File: config.mk
export PLATFORM = sky130hd
export DESIGN_NAME = uart_v2_rx
export DESIGN_NICKNAME = d
export VERILOG_FILES = /design/src/rtl/uart_v2_rx.sv
export SDC_FILE = /design/constraint.sdc
export NUM_CORES = 1
export LEC_CHECK = 0
export CORE_ASPECT_RATIO = 1.25
export CORE_MARGIN = 3
export CORE_UTILIZATION = 45
export DETAILED_ROUTE_END_ITERATION = 10
export PLACE_DENSITY = 0.66
export SYNTH_ARGS = -nofsm -noshare
export SYNTH_HDL_FRONTEND = slang
export SYNTH_SLANG_ARGS = --single-unit
File: constraint.sdc
create_clock -name uart_sample_clk -period 4.98 [get_ports uart_sample_clk]
set_clock_uncertainty 0.2 [all_clocks]
set_input_delay 0.996 -clock uart_sample_clk [delete_from_list [all_inputs] [get_ports uart_sample_clk]]
set_output_delay 0.996 -clock uart_sample_clk [all_outputs]
set_load 0.01 [all_outputs]
File: src/rtl/uart_v2_rx.sv
// 4x-oversampled UART receiver (8N1, LSB first) with sticky framing/overrun flags.
// The line is double-synchronized; every sampling decision is made on rx_s2.
module uart_v2_rx #(
  parameter int DATA_BITS = 8
) (
  input  logic       uart_sample_clk,
  input  logic       sysreset,
  input  logic       rx_line,
  input  logic       ack,
  output logic [7:0] parallel_out,
  output logic       data_ready,
  output logic       framing_error,
  output logic       overrun,
  output logic       rx_busy
);

  typedef enum logic [2:0] {
    IDLE      = 3'd0,
    START     = 3'd1,
    DATA      = 3'd2,
    STOP      = 3'd3,
    WAIT_IDLE = 3'd4
  } state_t;

  localparam logic [2:0] LAST_IDX = 3'(DATA_BITS - 1);

  state_t     state_r, state_nx;
  logic       rx_s1, rx_s2;
  logic [1:0] cnt_r, cnt_nx;
  logic [2:0] idx_r, idx_nx;
  logic [7:0] shift_r, shift_nx;
  logic       load_s, ferr_s;

  // Two-flop synchronizer; resets to the idle-high line level.
  always_ff @(posedge uart_sample_clk or negedge sysreset) begin
    if (!sysreset) begin
      rx_s1 <= 1'b1;
      rx_s2 <= 1'b1;
    end else begin
      rx_s1 <= rx_line;
      rx_s2 <= rx_s1;
    end
  end

  // FSM state, sample counter, bit index and shift register.
  always_ff @(posedge uart_sample_clk or negedge sysreset) begin
    if (!sysreset) begin
      state_r <= IDLE;
      cnt_r   <= 2'd0;
      idx_r   <= 3'd0;
      shift_r <= 8'h00;
      rx_busy <= 1'b0;
    end else begin
      state_r <= state_nx;
      cnt_r   <= cnt_nx;
      idx_r   <= idx_nx;
      shift_r <= shift_nx;
      rx_busy <= (state_nx != IDLE);
    end
  end

  // Next-state logic: START decides at cnt 1 (mid start bit), later bits at cnt 3.
  always_comb begin
    state_nx = state_r;
    cnt_nx   = cnt_r + 2'd1;
    idx_nx   = idx_r;
    shift_nx = shift_r;
    load_s   = 1'b0;
    ferr_s   = 1'b0;
    case (state_r)
      IDLE: begin
        cnt_nx = 2'd0;
        if (!rx_s2) state_nx = START;
        else        state_nx = IDLE;
      end
      START: begin
        if (cnt_r == 2'd1) begin
          cnt_nx = 2'd0;
          idx_nx = 3'd0;
          if (!rx_s2) state_nx = DATA;
          else        state_nx = IDLE;
        end else begin
          state_nx = START;
        end
      end
      DATA: begin
        if (cnt_r == 2'd3) begin
          shift_nx[idx_r] = rx_s2;
          if (idx_r == LAST_IDX) begin
            idx_nx   = 3'd0;
            state_nx = STOP;
          end else begin
            idx_nx   = idx_r + 3'd1;
            state_nx = DATA;
          end
        end else begin
          state_nx = DATA;
        end
      end
      STOP: begin
        if (cnt_r == 2'd3) begin
          if (rx_s2) begin
            load_s   = 1'b1;
            state_nx = IDLE;
          end else begin
            ferr_s   = 1'b1;
            state_nx = WAIT_IDLE;
          end
        end else begin
          state_nx = STOP;
        end
      end
      WAIT_IDLE: begin
        cnt_nx = 2'd0;
        if (rx_s2) state_nx = IDLE;
        else       state_nx = WAIT_IDLE;
      end
      default: begin
        state_nx = IDLE;
        cnt_nx   = 2'd0;
        idx_nx   = 3'd0;
      end
    endcase
  end

  // Output byte and flags; a completing frame takes priority over a coincident ack.
  always_ff @(posedge uart_sample_clk or negedge sysreset) begin
    if (!sysreset) begin
      parallel_out  <= 8'h00;
      data_ready    <= 1'b0;
      framing_error <= 1'b0;
      overrun       <= 1'b0;
    end else if (load_s) begin
      parallel_out  <= shift_r;
      data_ready    <= 1'b1;
      overrun       <= ack ? 1'b0 : (overrun | data_ready);
      framing_error <= framing_error & ~ack;
    end else if (ferr_s) begin
      framing_error <= 1'b1;
      data_ready    <= data_ready & ~ack;
      overrun       <= overrun & ~ack;
    end else if (ack) begin
      data_ready    <= 1'b0;
      framing_error <= 1'b0;
      overrun       <= 1'b0;
    end else begin
      data_ready    <= data_ready;
      framing_error <= framing_error;
      overrun       <= overrun;
    end
  end

endmodule

==> flow_summary_export.csv, run 1 <==
group,metric,value,unit
cts,postCtsHoldBufs,0,
global_route,grt_start_max_net_pins,31,
cells_and_area,nets,140,
synthesis,ys_ff_latch,30,
cells_and_area,stdcell_count,168,
sta,period_minus_slack,2442,ps
cells_and_area,diodes,0,
global_route,busiest_layer,"met2",
cts,clk_pin_slew,90,ps
critical_path,ff2ff_setup_slack,3010,ps
synthesis,synthTopCellsByArea,"dfrtp_1 (50%), mux2_4 (8.5%), mux2_2 (4.8%), ha_1 (4.5%), dfstp_2 (3.7%)",
cts,cts_setup_buffers,0,
floorplan,die_area,3833,um^2
critical_path,cp.arrival,1250,ps
routing,wl_per_cell,13.58,um
job,cap_violations,0,
outcome,outcome,"completed",
synthesis,synth-warning-count,0,
critical_path,r2r_start,"cnt_r[0]",
global_route,use_met2,0.2442,
critical_path,crit_chain,"clkdlybuf4s50_1",
critical_path,start_kind,"flip-flop",
critical_path,end_kind,"output port",
min_path,hold_depth,0,
sta,rsz0062_at_grt,"no",
floorplan,rows,22,
routing,dr.pass1.iters,4,
sta,finalSetupTns,0,ps
routing,avgViaCountPerCell,5.214,
synthesis,ys_async_sr_fraction,1.000,
global_route,grt-ovfl-total,0,
floorplan,die_w,55.98,um
cts,cts_tree,"done",
min_path,hold_class,"flip-flop to flip-flop",
synthesis,yosysUniqueCellTypes,32,
critical_path,critPathKind,"flip-flop to output port",
cts,cts_inserted_buffers,5,
floorplan,io_pins,16,
cts,cts_max_level,2,
sta,slew_headroom,0.6992,
sta,post-route-period-util,0.4904,
global_route,grt_pass1_wl,4.029,mm
critical_path,crit_family,"buffers and inverters",
power_and_ir_drop,p_leak,0.7643,nW
synthesis,synth_nets,121,
sta,maxSlewViolCount,0,
routing,wirelength,2.281,mm
sta,fmax,409.5,MHz
synthesis,synth_area_per_cell,12.55,um^2
cts,cts_root_buf,"clkbuf_4",
synthesis,synth_ff_type,"dfrtp_1",
sta,finalHoldViolations,0,
cells_and_area,area_growth,16.30,%
placed_design,port_buffers,15,
critical_path,critPathSlowestCell,"clkdlybuf4s50_1",
power_and_ir_drop,p_per_area,428.5,nW/um^2
synthesis,synth_edf_count,0,
synthesis,yosysSeqAreaShare,0.5361,
synthesis,synth_top_area_cell,"dfrtp_1",
placed_design,dp.cells,160,
cts,cts_resized,0,
floorplan,die_height,68.48,um
global_route,gr-usage-met1,0.1579,
critical_path,crit_required,3780,ps
global_route,grt_use_met3,0.03396,
critical_path,r2r_cells,5,
critical_path,worst-path-stages,1,
critical_path,crit_fanout,3,
floorplan,initial_utilization,0.4726,
routing,ant_nets,0,
cells_and_area,drive_above_1_share,0.2197,
synthesis,syn-instance-count,112,
critical_path,cp_slowest_stage_delay,540,ps
cells_and_area,nFillCells,262,
placed_design,hpwl,1.620,mm
sta,tightest_slew,451.2,ps
sta,setup_viol,0,
placed_design,place_congestion,0.8020,
min_path,hold_end,"rx_s2",
global_route,grt_antenna_before_repair,0,
synthesis,syn_area,1405,um^2
power_and_ir_drop,peakVddDrop,269.6,uV
critical_path,rr_endpoint,"shift_r[4]",
floorplan,core,2973,um^2
critical_path,cp.buffers_inverters,1,
cts,clk_latency,330,ps
routing,vias,876,
min_path,hp-start,"rx_s1",
global_route,groute.usage.overall,0.1437,
routing,drc,0,
synthesis,synth_top_area_share,0.4987,
cts,max-clock-path-buffers,2,
routing,drt_iter0_drc,19,
cts,cts_sinks,30,
global_route,grt_pass1_vias,898,
## final cells by class
cell class / instances / area [um^2] / area share
sequential: 30 / 753.2 / 0.4609
clock inverter: 1 / 5.005 / 0.003063
tap: 36 / 45.04 / 0.02757
inverter: 10 / 40.04 / 0.02450
multi-input combinational: 68 / 578.1 / 0.3538
clock buffer: 7 / 55.05 / 0.03369
timing repair buffer: 16 / 157.7 / 0.09648
## per-layer routing
metal,share of wire,up-vias
li1,-,433
met1,0.41,422
met2,0.52,13
met3,0.038,8
met4,0.034,0
met5,0,-
## synthesized netlist by cell type (2+ instances only)
cell type and count:
nor3_1 7, a21oi_1 5, a31oi_1 2, nand3_1 5
mux2_2 6, o22ai_1 2, ha_1 5, buf_6 2
mux2_1 3, dfstp_2 2, mux2_4 8, nor2_1 6
mux2i_1 3, nand2_1 4, inv_1 8, dfrtp_1 28
## placed cells by master, fill, tap and decap left out, drive strengths merged
cell type       n
mux2i           3
clkdlybuf4s50  15
o21ai           1
mux2           17
nand4b          1
o221ai          1
nor2            6
o22ai           2
and4bb          1
a31o            1
a21oi           5
nand2           5
nand3           5
dfstp           2
nor4b           1
clkinv          1
and2            1
clkbuf          7
nor3b           1
nand2b          1
ha              5
a32oi           1
nor3            7
a31oi           2
dfrtp          28
buf             1
a311oi          1
inv            10
## flip-flops by register name, summed over array words and instances, names as in the netlist
name and cells:
cnt_r 2, data_ready 1, framing_error 1, idx_r 3, overrun 1, parallel_out 8, rx_busy 1, rx_s1 1
rx_s2 1, shift_r 8, state_r 3
## how the worst max path moves through the flow
stage,slack (ps),end,from
3_3_place_gp,2910,data_ready,data_ready
6_report,2540,data_ready,data_ready
5_1_grt,2480,data_ready,data_ready
2_1_floorplan,3210,shift_r[1],cnt_r[0]
4_1_cts,2510,data_ready,data_ready
3_5_place_dp,2890,data_ready,data_ready
## per-stage QoR
step	setup slack [ps]	hold WS, ps	instance area, um^2	util	power (mW)
floorplan	3205	145.2	1405	-	0.5085
global placement	2906	146.2	1574	0.5295	0.5443
detailed placement	2894	151.1	1574	0.5295	0.5585
CTS	2515	165.0	1634	0.5497	0.7082
global route	2477	167.4	1634	0.5497	0.7509
finish	2538	162.1	1634	0.5497	0.7002
## logic make-up after synthesis
| family | synth area share |
|---|---|
| fa+ha+maj | 0.04452 |
| mux | 0.1790 |
| simple gates | 0.1238 |
| flops | 0.5361 |
| compound gates | 0.06411 |
| buf+inv | 0.05254 |
## report_power, final
group | internal [mW] | switching, mW | leakage (nW)
registers | 0.290 | 0.0546 | 0.396
clock network | 0.0683 | 0.0786 | 0.0353
logic | 0.105 | 0.104 | 0.333
total | 0.463 | 0.237 | 0.764
Note: power is estimated with default switching activity, not from simulation.
==> run 2, diff against run 1 <==
Clock period 4.98 ns to 2.3 ns, I/O delays scaled along.
==> run 2 against run 1 <==
  * Via count grew 1.8%
  * Worst setup slack got worse by 2200 ps
  * Clock power is 110% higher
  * Die area unchanged
  * Flip-flop and latch count unchanged
  * Routed wire length rose by 7.9%
  * Final cell count is the same
  * Utilization barely moved
  * Worst hold slack lost 2.9 ps
  * Global-route usage rose by 1.1 points
  * Critical endpoint is now shift_r[2]
  * Highest routed layer unchanged
==> flow_summary_export.csv, run 2 (synthesis gave the netlist of run 1 again) <==
group,metric,value,unit
sta,period_minus_slack,1933,ps
cells_and_area,drive_above_1_share,0.2121,
global_route,grt_antenna_before_repair,0,
cts,cts_inserted_buffers,5,
cts,max-clock-path-buffers,2,
floorplan,die_height,68.48,um
global_route,grt_start_max_net_pins,31,
routing,vias,892,
floorplan,core,2973,um^2
sta,rsz0062_at_grt,"no",
critical_path,critPathKind,"flip-flop to flip-flop",
floorplan,initial_utilization,0.4726,
cts,cts_max_level,2,
cells_and_area,nFillCells,291,
routing,ant_nets,0,
sta,finalSetupTns,0,ps
floorplan,die_w,55.98,um
sta,setup_viol,0,
critical_path,start_kind,"flip-flop",
sta,post-route-period-util,0.8405,
routing,wl_per_cell,14.65,um
cells_and_area,regArea,753.2,um^2
sta,tightest_slew,474.7,ps
placed_design,postPlaceCellArea,1574,um^2
cts,cts_resized,0,
floorplan,rows,22,
routing,wirelength,2.462,mm
cells_and_area,nets,140,
global_route,grt_pass1_wl,4.305,mm
cells_and_area,fin_area,1633,um^2
sta,fmax,517.3,MHz
placed_design,place_congestion,0.8304,
global_route,groute.usage.overall,0.1543,
sta,slew_headroom,0.6836,
cts,postCtsHoldBufs,0,
floorplan,io_pins,16,
power_and_ir_drop,p_leak,0.7616,nW
cts,clk_pin_slew,80,ps
global_route,grt_pass1_vias,934,
critical_path,end_kind,"flip-flop",
cells_and_area,reg.largest.list,"parallel_out: 8 flops, shift_r: 8 flops",
critical_path,cp.arrival,1930,ps
cells_and_area,multi_input_area,578.1,um^2
cts,cts_setup_buffers,0,
critical_path,crit_required,2300,ps
power_and_ir_drop,peakVddDrop,578.9,uV
routing,dr.pass1.iters,4,
power_and_ir_drop,p_per_area,930.9,nW/um^2
cells_and_area,mostFrequentLayoutCell,"dfrtp_1",
cts,clk_latency,320,ps
cts,cts_root_buf,"clkbuf_4",
cells_and_area,layout_common_cells,"dfrtp_1 (28), clkdlybuf4s50_1 (15), inv_1 (8), mux2_4 (8), nor3_1 (7)",
power_and_ir_drop,power.total,1.520,mW
global_route,grt-ovfl-total,0,
cells_and_area,area_growth,16.21,%
outcome,outcome,"completed",
min_path,hold_class,"flip-flop to flip-flop",
routing,avgViaCountPerCell,5.310,
cells_and_area,diodes,0,
routing,drt_iter0_drc,33,
job,cap_violations,0,
sta,hold_ws,159.2,ps
floorplan,die_area,3833,um^2
cts,cts_tree,"done",
critical_path,crit_fanout,8,
placed_design,port_buffers,15,
sta,finalHoldViolations,0,
routing,drc,0,
cts,cts_sinks,30,
placed_design,hpwl,1.698,mm
sta,maxSlewViolCount,0,
==> run 2: cell count changes in the layout (fill, tap and decap cells not counted) <==
cell,delta
clkinv_2,-1
clkbuf_1,+1
==> run 2: per-layer routing <==
layer  vias up  GRT usage  share of wire
met5         -          0              0
li1        433          -              -
met4         0    0.09496          0.018
met1       434     0.1603           0.43
met2        21     0.2602           0.51
met3         4    0.06604          0.046
==> run 2: worst paths after layout <==
path                          start  slack, ps         endpoint  cells after the start
min                           rx_s1        160            rx_s2                      0
min reg2reg                   rx_s1        160            rx_s2                      0
max in group asynchronous  sysreset       1260            rx_s1                      2
min in group asynchronous  sysreset        310  parallel_out[0]                      2
max reg2reg                cnt_r[0]        370       shift_r[2]                      5
max                        cnt_r[0]        370       shift_r[2]                      5
==> run 2: where the power goes <==
part | leakage, nW | internal [mW] | switching (mW)
combinational | 0.333 | 0.226 | 0.225
clock | 0.0326 | 0.151 | 0.166
sequential | 0.396 | 0.627 | 0.125
total | 0.762 | 1.00 | 0.516
==> run 2: worst max-delay path, cell delays in order, from the launching register on <==
cell and delay, ps:
dfrtp_1 410, ha_1 330, and4bb_1 250, nand2b_1 100, nor3_1 180, mux2_2 350
==> run 2: layout make-up <==
cell class / instances / share of cell area
repair buffers: 16 / 0.09655
well taps: 36 / 0.02759
multi-input cells: 68 / 0.3540
flip-flops and latches: 30 / 0.4613
clock buffers: 8 / 0.03602
inverters: 10 / 0.02452
==> run 2: through the flow <==
step | utilization | instances | worst slack [ps]
2_1_floorplan | - | 112 | 525.1
3_3_place_gp | 0.5295 | 160 | 428.3
3_5_place_dp | 0.5295 | 160 | 376.0
4_1_cts | 0.5492 | 168 | 351.2
5_1_grt | 0.5492 | 168 | 204.0
6_report | 0.5492 | 168 | 366.8
